===== src/rtl/pram_pkg.sv =====
// pram_pkg - shared widths and types for the PRAM backdoor arbiter.
// The optional dirty tracking is controlled by the PRAM_ARB_DIRTY_EN macro.
package pram_pkg;

  localparam int PRAM_AW = 8;
  localparam int PRAM_DW = 8;

  // Requester identity, also used as the owner field of a read tag.
  typedef enum logic {
    REQ_A = 1'b0,
    REQ_B = 1'b1
  } req_id_e;

  // Read-return tag carried alongside the RTC read latency.
  typedef struct packed {
    logic    valid;
    req_id_e owner;
  } rd_tag_t;

endpackage


===== src/rtl/pram_arbiter_if.sv =====
// pram_arbiter_if - requester A/B handshakes plus the RTC pram port.
// The dirty/dirty_clr pair exists only when PRAM_ARB_DIRTY_EN is defined.
interface pram_arbiter_if;
  import pram_pkg::*;

  logic               a_req;
  logic               a_we;
  logic [PRAM_AW-1:0] a_addr;
  logic [PRAM_DW-1:0] a_wdata;
  logic               a_ack;
  logic [PRAM_DW-1:0] a_rdata;
  logic               a_rvalid;

  logic               b_req;
  logic               b_we;
  logic [PRAM_AW-1:0] b_addr;
  logic [PRAM_DW-1:0] b_wdata;
  logic               b_ack;
  logic [PRAM_DW-1:0] b_rdata;
  logic               b_rvalid;

  logic [PRAM_AW-1:0] pram_a;
  logic [PRAM_DW-1:0] pram_din;
  logic               pram_wr;
  logic [PRAM_DW-1:0] pram_dout;

`ifdef PRAM_ARB_DIRTY_EN
  logic               dirty;
  logic               dirty_clr;

  modport slave (
    input  a_req, a_we, a_addr, a_wdata, b_req, b_we, b_addr, b_wdata, pram_dout, dirty_clr,
    output a_ack, a_rdata, a_rvalid, b_ack, b_rdata, b_rvalid, pram_a, pram_din, pram_wr, dirty
  );
  modport master (
    output a_req, a_we, a_addr, a_wdata, b_req, b_we, b_addr, b_wdata, pram_dout, dirty_clr,
    input  a_ack, a_rdata, a_rvalid, b_ack, b_rdata, b_rvalid, pram_a, pram_din, pram_wr, dirty
  );
`else
  modport slave (
    input  a_req, a_we, a_addr, a_wdata, b_req, b_we, b_addr, b_wdata, pram_dout,
    output a_ack, a_rdata, a_rvalid, b_ack, b_rdata, b_rvalid, pram_a, pram_din, pram_wr
  );
  modport master (
    output a_req, a_we, a_addr, a_wdata, b_req, b_we, b_addr, b_wdata, pram_dout,
    input  a_ack, a_rdata, a_rvalid, b_ack, b_rdata, b_rvalid, pram_a, pram_din, pram_wr
  );
`endif

endinterface


===== src/rtl/pram_arbiter_rr_arb2.sv =====
// rr_arb2 - two-way round-robin arbiter with one-hot grant.
// A lone request wins outright; on a tie the side not served last wins,
// and A wins the first tie after reset.
module rr_arb2 (
  input  logic       clk,
  input  logic       i_rst_n,
  input  logic [1:0] i_req,
  output logic [1:0] o_gnt
);

  logic       r_last_b;
  logic       r_seen;
  logic [1:0] w_gnt;

  // Grant selection; ties alternate once a first grant has been seen.
  always_comb begin
    w_gnt = 2'b00;
    case (i_req)
      2'b01:   w_gnt = 2'b01;
      2'b10:   w_gnt = 2'b10;
      2'b11: begin
        if (r_seen && !r_last_b) begin
          w_gnt = 2'b10;
        end else begin
          w_gnt = 2'b01;
        end
      end
      default: w_gnt = 2'b00;
    endcase
  end

  // Track which requester was served most recently.
  always_ff @(posedge clk or negedge i_rst_n) begin
    if (!i_rst_n) begin
      r_last_b <= 1'b0;
      r_seen   <= 1'b0;
    end else if (w_gnt != 2'b00) begin
      r_last_b <= w_gnt[1];
      r_seen   <= 1'b1;
    end else begin
      r_last_b <= r_last_b;
      r_seen   <= r_seen;
    end
  end

  assign o_gnt = w_gnt;

endmodule


===== src/rtl/pram_arbiter.sv =====
// pram_arbiter - shares the RTC PRAM backdoor port between the host image
// channel (A) and the OSD settings channel (B). Registered RTC port, reads
// return RD_LAT (=2) cycles after ack. PRAM_ARB_DIRTY_EN adds B-write tracking.
module pram_arbiter
  import pram_pkg::*;
#(
  parameter int RD_LAT = 2
) (
  input  logic           clk,
  input  logic           reset_n,
  pram_arbiter_if.slave  bus
);

  logic [1:0]         r_rst_sync;
  logic               w_rst_n;
  logic [1:0]         w_req;
  logic [1:0]         w_gnt;
  logic               w_we;
  logic [PRAM_AW-1:0] w_addr;
  logic [PRAM_DW-1:0] w_wdata;
  req_id_e            w_owner;
  rd_tag_t            w_tag_in;
  logic [PRAM_AW-1:0] r_pram_a;
  logic [PRAM_DW-1:0] r_pram_din;
  logic               r_pram_wr;
  rd_tag_t            r_tag [RD_LAT];

  // Reset asserts immediately and releases two clocks after reset_n rises.
  always_ff @(posedge clk or negedge reset_n) begin
    if (!reset_n) begin
      r_rst_sync <= 2'b00;
    end else begin
      r_rst_sync <= {r_rst_sync[0], 1'b1};
    end
  end

  assign w_rst_n = r_rst_sync[1];

  // Requests are ignored while the block is held in reset, keeping acks low.
  assign w_req = {bus.b_req & w_rst_n, bus.a_req & w_rst_n};

  rr_arb2 u_arb (
    .clk     (clk),
    .i_rst_n (w_rst_n),
    .i_req   (w_req),
    .o_gnt   (w_gnt)
  );

  assign bus.a_ack = w_gnt[0];
  assign bus.b_ack = w_gnt[1];

  // Route the winning requester's command towards the RTC port registers.
  always_comb begin
    w_we    = bus.a_we;
    w_addr  = bus.a_addr;
    w_wdata = bus.a_wdata;
    w_owner = REQ_A;
    if (w_gnt[1]) begin
      w_we    = bus.b_we;
      w_addr  = bus.b_addr;
      w_wdata = bus.b_wdata;
      w_owner = REQ_B;
    end else begin
      w_we    = bus.a_we;
      w_addr  = bus.a_addr;
      w_wdata = bus.a_wdata;
      w_owner = REQ_A;
    end
  end

  assign w_tag_in = '{valid: (w_gnt != 2'b00) && !w_we, owner: w_owner};

  // RTC port: load address/data on a grant, strobe write for exactly one cycle.
  always_ff @(posedge clk or negedge w_rst_n) begin
    if (!w_rst_n) begin
      r_pram_a   <= {PRAM_AW{1'b0}};
      r_pram_din <= {PRAM_DW{1'b0}};
      r_pram_wr  <= 1'b0;
    end else if (w_gnt != 2'b00) begin
      r_pram_a   <= w_addr;
      r_pram_din <= w_wdata;
      r_pram_wr  <= w_we;
    end else begin
      r_pram_a   <= r_pram_a;
      r_pram_din <= r_pram_din;
      r_pram_wr  <= 1'b0;
    end
  end

  // Read tags follow the address stage and the RTC's registered dout.
  always_ff @(posedge clk or negedge w_rst_n) begin
    if (!w_rst_n) begin
      for (int i = 0; i < RD_LAT; i++) begin
        r_tag[i] <= '{valid: 1'b0, owner: REQ_A};
      end
    end else begin
      r_tag[0] <= w_tag_in;
      for (int i = 1; i < RD_LAT; i++) begin
        r_tag[i] <= r_tag[i-1];
      end
    end
  end

  assign bus.pram_a   = r_pram_a;
  assign bus.pram_din = r_pram_din;
  assign bus.pram_wr  = r_pram_wr;

  assign bus.a_rvalid = r_tag[RD_LAT-1].valid && (r_tag[RD_LAT-1].owner == REQ_A);
  assign bus.b_rvalid = r_tag[RD_LAT-1].valid && (r_tag[RD_LAT-1].owner == REQ_B);
  assign bus.a_rdata  = bus.pram_dout;
  assign bus.b_rdata  = bus.pram_dout;

`ifdef PRAM_ARB_DIRTY_EN
  logic r_dirty;

  // Flag B writes for the host; a write in the same cycle as a clear wins.
  always_ff @(posedge clk or negedge w_rst_n) begin
    if (!w_rst_n) begin
      r_dirty <= 1'b0;
    end else if (w_gnt[1] && bus.b_we) begin
      r_dirty <= 1'b1;
    end else if (bus.dirty_clr) begin
      r_dirty <= 1'b0;
    end else begin
      r_dirty <= r_dirty;
    end
  end

  assign bus.dirty = r_dirty;
`endif

endmodule


===== src/flat_wrapper.sv =====
// flat-port wrapper written by rule: the top's interface ports become plain ports
module pram_arbiter_flat import pram_pkg::*;
#(
  parameter int RD_LAT = 2
)
  (clk, reset_n, bus_a_req, bus_a_we, bus_a_addr, bus_a_wdata, bus_b_req, bus_b_we, bus_b_addr, bus_b_wdata, bus_pram_dout, bus_a_ack, bus_a_rdata, bus_a_rvalid, bus_b_ack, bus_b_rdata, bus_b_rvalid, bus_pram_a, bus_pram_din, bus_pram_wr);
  pram_arbiter_if bus_i ();
  input  logic clk;
  input  logic reset_n;
  input wire logic [$bits(bus_i.a_req)-1:0] bus_a_req;
  input wire logic [$bits(bus_i.a_we)-1:0] bus_a_we;
  input wire logic [$bits(bus_i.a_addr)-1:0] bus_a_addr;
  input wire logic [$bits(bus_i.a_wdata)-1:0] bus_a_wdata;
  input wire logic [$bits(bus_i.b_req)-1:0] bus_b_req;
  input wire logic [$bits(bus_i.b_we)-1:0] bus_b_we;
  input wire logic [$bits(bus_i.b_addr)-1:0] bus_b_addr;
  input wire logic [$bits(bus_i.b_wdata)-1:0] bus_b_wdata;
  input wire logic [$bits(bus_i.pram_dout)-1:0] bus_pram_dout;
  output wire logic [$bits(bus_i.a_ack)-1:0] bus_a_ack;
  output wire logic [$bits(bus_i.a_rdata)-1:0] bus_a_rdata;
  output wire logic [$bits(bus_i.a_rvalid)-1:0] bus_a_rvalid;
  output wire logic [$bits(bus_i.b_ack)-1:0] bus_b_ack;
  output wire logic [$bits(bus_i.b_rdata)-1:0] bus_b_rdata;
  output wire logic [$bits(bus_i.b_rvalid)-1:0] bus_b_rvalid;
  output wire logic [$bits(bus_i.pram_a)-1:0] bus_pram_a;
  output wire logic [$bits(bus_i.pram_din)-1:0] bus_pram_din;
  output wire logic [$bits(bus_i.pram_wr)-1:0] bus_pram_wr;
  assign bus_i.a_req = bus_a_req;
  assign bus_i.a_we = bus_a_we;
  assign bus_i.a_addr = bus_a_addr;
  assign bus_i.a_wdata = bus_a_wdata;
  assign bus_i.b_req = bus_b_req;
  assign bus_i.b_we = bus_b_we;
  assign bus_i.b_addr = bus_b_addr;
  assign bus_i.b_wdata = bus_b_wdata;
  assign bus_i.pram_dout = bus_pram_dout;
  assign bus_a_ack = bus_i.a_ack;
  assign bus_a_rdata = bus_i.a_rdata;
  assign bus_a_rvalid = bus_i.a_rvalid;
  assign bus_b_ack = bus_i.b_ack;
  assign bus_b_rdata = bus_i.b_rdata;
  assign bus_b_rvalid = bus_i.b_rvalid;
  assign bus_pram_a = bus_i.pram_a;
  assign bus_pram_din = bus_i.pram_din;
  assign bus_pram_wr = bus_i.pram_wr;
  pram_arbiter #(.RD_LAT(RD_LAT)) u_core (.clk(clk), .reset_n(reset_n), .bus(bus_i));
endmodule

===== config.mk =====
export PLATFORM = sky130hd
export DESIGN_NAME = pram_arbiter_flat
export DESIGN_NICKNAME = d
export VERILOG_FILES = /design/src/rtl/pram_pkg.sv /design/src/rtl/pram_arbiter_if.sv /design/src/rtl/pram_arbiter_rr_arb2.sv /design/src/rtl/pram_arbiter.sv /design/src/flat_wrapper.sv
export SDC_FILE = /design/constraint.sdc
export NUM_CORES = 1
export LEC_CHECK = 0
export CAP_MARGIN = 20
export CORE_MARGIN = 2
export CORE_UTILIZATION = 31
export CTS_CLUSTER_SIZE = 20
export DETAILED_ROUTE_END_ITERATION = 7
export GPL_TIMING_DRIVEN = 0
export PLACE_DENSITY = 0.75
export SLEW_MARGIN = 20
export SYNTH_ARGS = -nofsm -noshare
export SYNTH_HDL_FRONTEND = slang
export SYNTH_SLANG_ARGS = --single-unit

===== constraint.sdc =====
create_clock -name clk -period 1.65 [get_ports clk]
set_input_delay 0.2475 -clock clk [delete_from_list [all_inputs] [get_ports clk]]
set_output_delay 0.2475 -clock clk [all_outputs]
set_load 0.01 [all_outputs]

==> results.yml <==
worst_setup_path:
  end_kind: "output port"
  path_buf_inv: 3
  cp_max_fo: 11
  crit_arrival_ns: 1.34
  cp_top_family: "flip-flops"
  cp_slowest_cell: "dfrtp_1"
  path_class: "reg2out"
  cp-start-kind: "register"
  path_cells: "nor2b_4 -> o211ai_4 -> inv_4 -> buf_8 -> buf_2"
  cp.required_ns: 1.40
  crit_path_max_incr_delay_ns: 0.39
cts:
  ctsHoldBuffers: 0
  clockBufferDepth: 2
  cts-htree-levels: 1
  clock_sinks: 25
  cts_tree: "yes"
  clkLatencyLatePin_ns: 0.27
  cts_made_buffers: 3
  clk_pin_slew_ns: 0.08
  cts_root_buffer: "clkbuf_8"
synth:
  yosysWarnings: 0
  post_synth.cell_area_avg_um2: 9.54
  synth_cells: 127
  synth_area_leaders: "dfrtp_1, buf_4, a21oi_1"
  syn_area_mm2: 0.00121
  yosysTopAreaCell: "dfrtp_1"
  ys_seq_area_share_pct: 51.7
  synth_seq_cells: 25
  yosysTopAreaCellShare_pct: 51.7
  syn_nets: 173
  yosysUniqueCellTypes: 19
sta:
  hold_violations: 0
  setup_viol: 0
  rsz0062_at_grt: "no"
  clock_skew_ns: 0.00773
  drv_slew: 0
  timing.fmax_mhz: 630
  fin_crit_ns: 1.59
  finalCritPeriodShare_pct: 96.2
  setup_tns_ns: 0
pwr:
  total_power_mw: 1.59
  p_leak_nw: 0.927
  vdd_drop_max_v: 0.000507
  power_per_cell_area_mw_per_mm2: 753
detailed_routing:
  wl_per_cell_um: 11.7
  drt-initial-drc-count: 33
  dr_total_vias: 1121
  finalWirelength_um: 3000
  vias_per_cell: 4.36
  firstDrtPassIters: 2
  antenna_left: 0
  drc_errors: 0
worst_hold_path:
  hp-class: "in2async"
floorplanning:
  fp.dieH_um: 66.5
  die_area_mm2: 0.00442
  io_pins: 83
  rows: 22
  die_w_um: 66.5
  initial_core_util_pct: 32.6
  coreArea_mm2: 0.00372
global_route:
  grt_pass1_vias: 1124
  grt_usage_pct: 14.2
  grt_pass1_wl_um: 4840
  grt.overflow.total: 0
  grt_max_degree: 16
  antenna_found_initial: 0
placement:
  port-buffer-count: 74
  dp_hpwl_um: 2260
  gp_congestion: 0.617
finish:
  fin_nets: 256
  multi_input_area_um2: 424
  syn_to_final_growth_pct: 73.9
  n_antenna_cell: 0
  fillers: 367
  seq_area_um2: 629
  final_layout_size_suffix_gt1_share_pct: 21.5
outcome:
  status: "completed"
job:
  max_cap_violations: 0
-- where the power goes --
part | switching, mW | internal [mW] | leakage, nW
clock | 0.191 | 0.171 | 0.0217
combinational | 0.200 | 0.305 | 0.617
sequential | 0.0380 | 0.681 | 0.288
total | 0.429 | 1.16 | 0.927
-- synth_stat cells (all sizes together) --
library cell	count
a21oi	33
dfrtp	25
buf	21
nand2	19
nor2	17
and2	2
inv	2
nor2b	2
conb	1
mux2i	1
nand2b	1
o211ai	1
o21a	1
o21ai	1
-- layout by cell type (no fill, tap or decap), drive strengths merged --
cell type,synthesis,final
nand2,19,19
clkbuf,0,3
nor2,17,17
a21oi,33,33
o21ai,1,1
clkdlybuf4s50,0,70
clkinvlp,0,1
o211ai,1,1
inv,2,2
dlygate4sd2,0,3
and2,2,2
conb,1,1
mux2i,1,1
buf,21,26
dfrtp,25,25
nand2b,1,1
nor2b,2,2
o21a,1,1
-- stage by stage --
stage          hold slack (ns)  utilization [%]  instance area (µm²)  instances  setup slack, ns
2_1_floorplan          -0.0481                -                 1210        127            0.211
3_3_place_gp             0.291             54.2                 2010        249           -0.604
3_5_place_dp             0.298             54.2                 2010        249           -0.605
4_1_cts                  0.134             56.7                 2110        257           0.0369
5_1_grt                  0.134             56.7                 2110        257          0.00275
6_report                 0.139             56.7                 2110        257           0.0627
-- routing by layer --
layer  share of wire (%)  global-route usage, %  vias to the layer above  routed length (µm)
li1                    -                      -                      561                   -
met3                 9.0                   3.55                        0                 269
met4                   0                   3.06                        0                   0
met5                   0                      0                        -                   0
met2                  51                   26.3                       48                1540
met1                  40                   16.5                      512                1200
-- cells by family after synthesis --
family | count (synthesis) | synth area share [%]
AND/OR/NAND/NOR | 41 | 13.9
AO/OA/AOI/OAI | 36 | 19.5
flip-flops | 25 | 51.7
buffers and inverters | 23 | 13.7
multiplexers | 1 | 0.826
other | 1 | 0.310
-- layout make-up --
type / count / share of cell area [%]
sequential: 25 / 29.9
multi-input combinational: 79 / 20.1
clock inverter: 1 / 0.357
clock buffer: 3 / 1.96
buffer: 21 / 7.61
tap: 48 / 2.85
inverter: 2 / 0.475
timing repair buffer: 78 / 36.7
-- registers in the layout (all words and copies together), names as in the netlist --
signal and cells:
u_core.bus.pram_a 8, u_core.bus.pram_din 8, u_core.r_tag 4, u_core.r_rst_sync 2, u_core.bus.pram_wr 1, u_core.u_arb.r_last_b 1, u_core.u_arb.r_seen 1
-- repair_timing --
item,4_1_cts,5_1_grt
resized for setup,12,0
pin swaps,1,1
buffers inserted,4,0
hold endpoints to repair,0,0
setup endpoints to repair,13,1
cloned,0,0
-- worst paths after layout --
check | start | end | slack [ns] | depth (start not counted)
worst min-delay path | reset_n | u_core.r_rst_sync[1]$_DFF_PN0_ | 0.14 | 1
worst max-delay path | u_core.u_arb.r_seen$_DFFE_PN0P_ | bus_b_ack | 0.06 | 5
worst max register to register | u_core.r_rst_sync[1]$_DFF_PN0_ | u_core.bus.pram_din[4]$_DFFE_PN0P_ | 0.21 | 5
max in group asynchronous | u_core.r_rst_sync[1]$_DFF_PN0_ | u_core.r_tag[0]$_DFF_PN0_ | 1.08 | 2
min in group clk | u_core.r_tag[3]$_DFF_PN0_ | u_core.r_tag[1]$_DFF_PN0_ | 0.35 | 0
worst min register to register | u_core.r_rst_sync[1]$_DFF_PN0_ | u_core.r_tag[3]$_DFF_PN0_ | 0.26 | 1
Power figures use the tool's default switching activity.
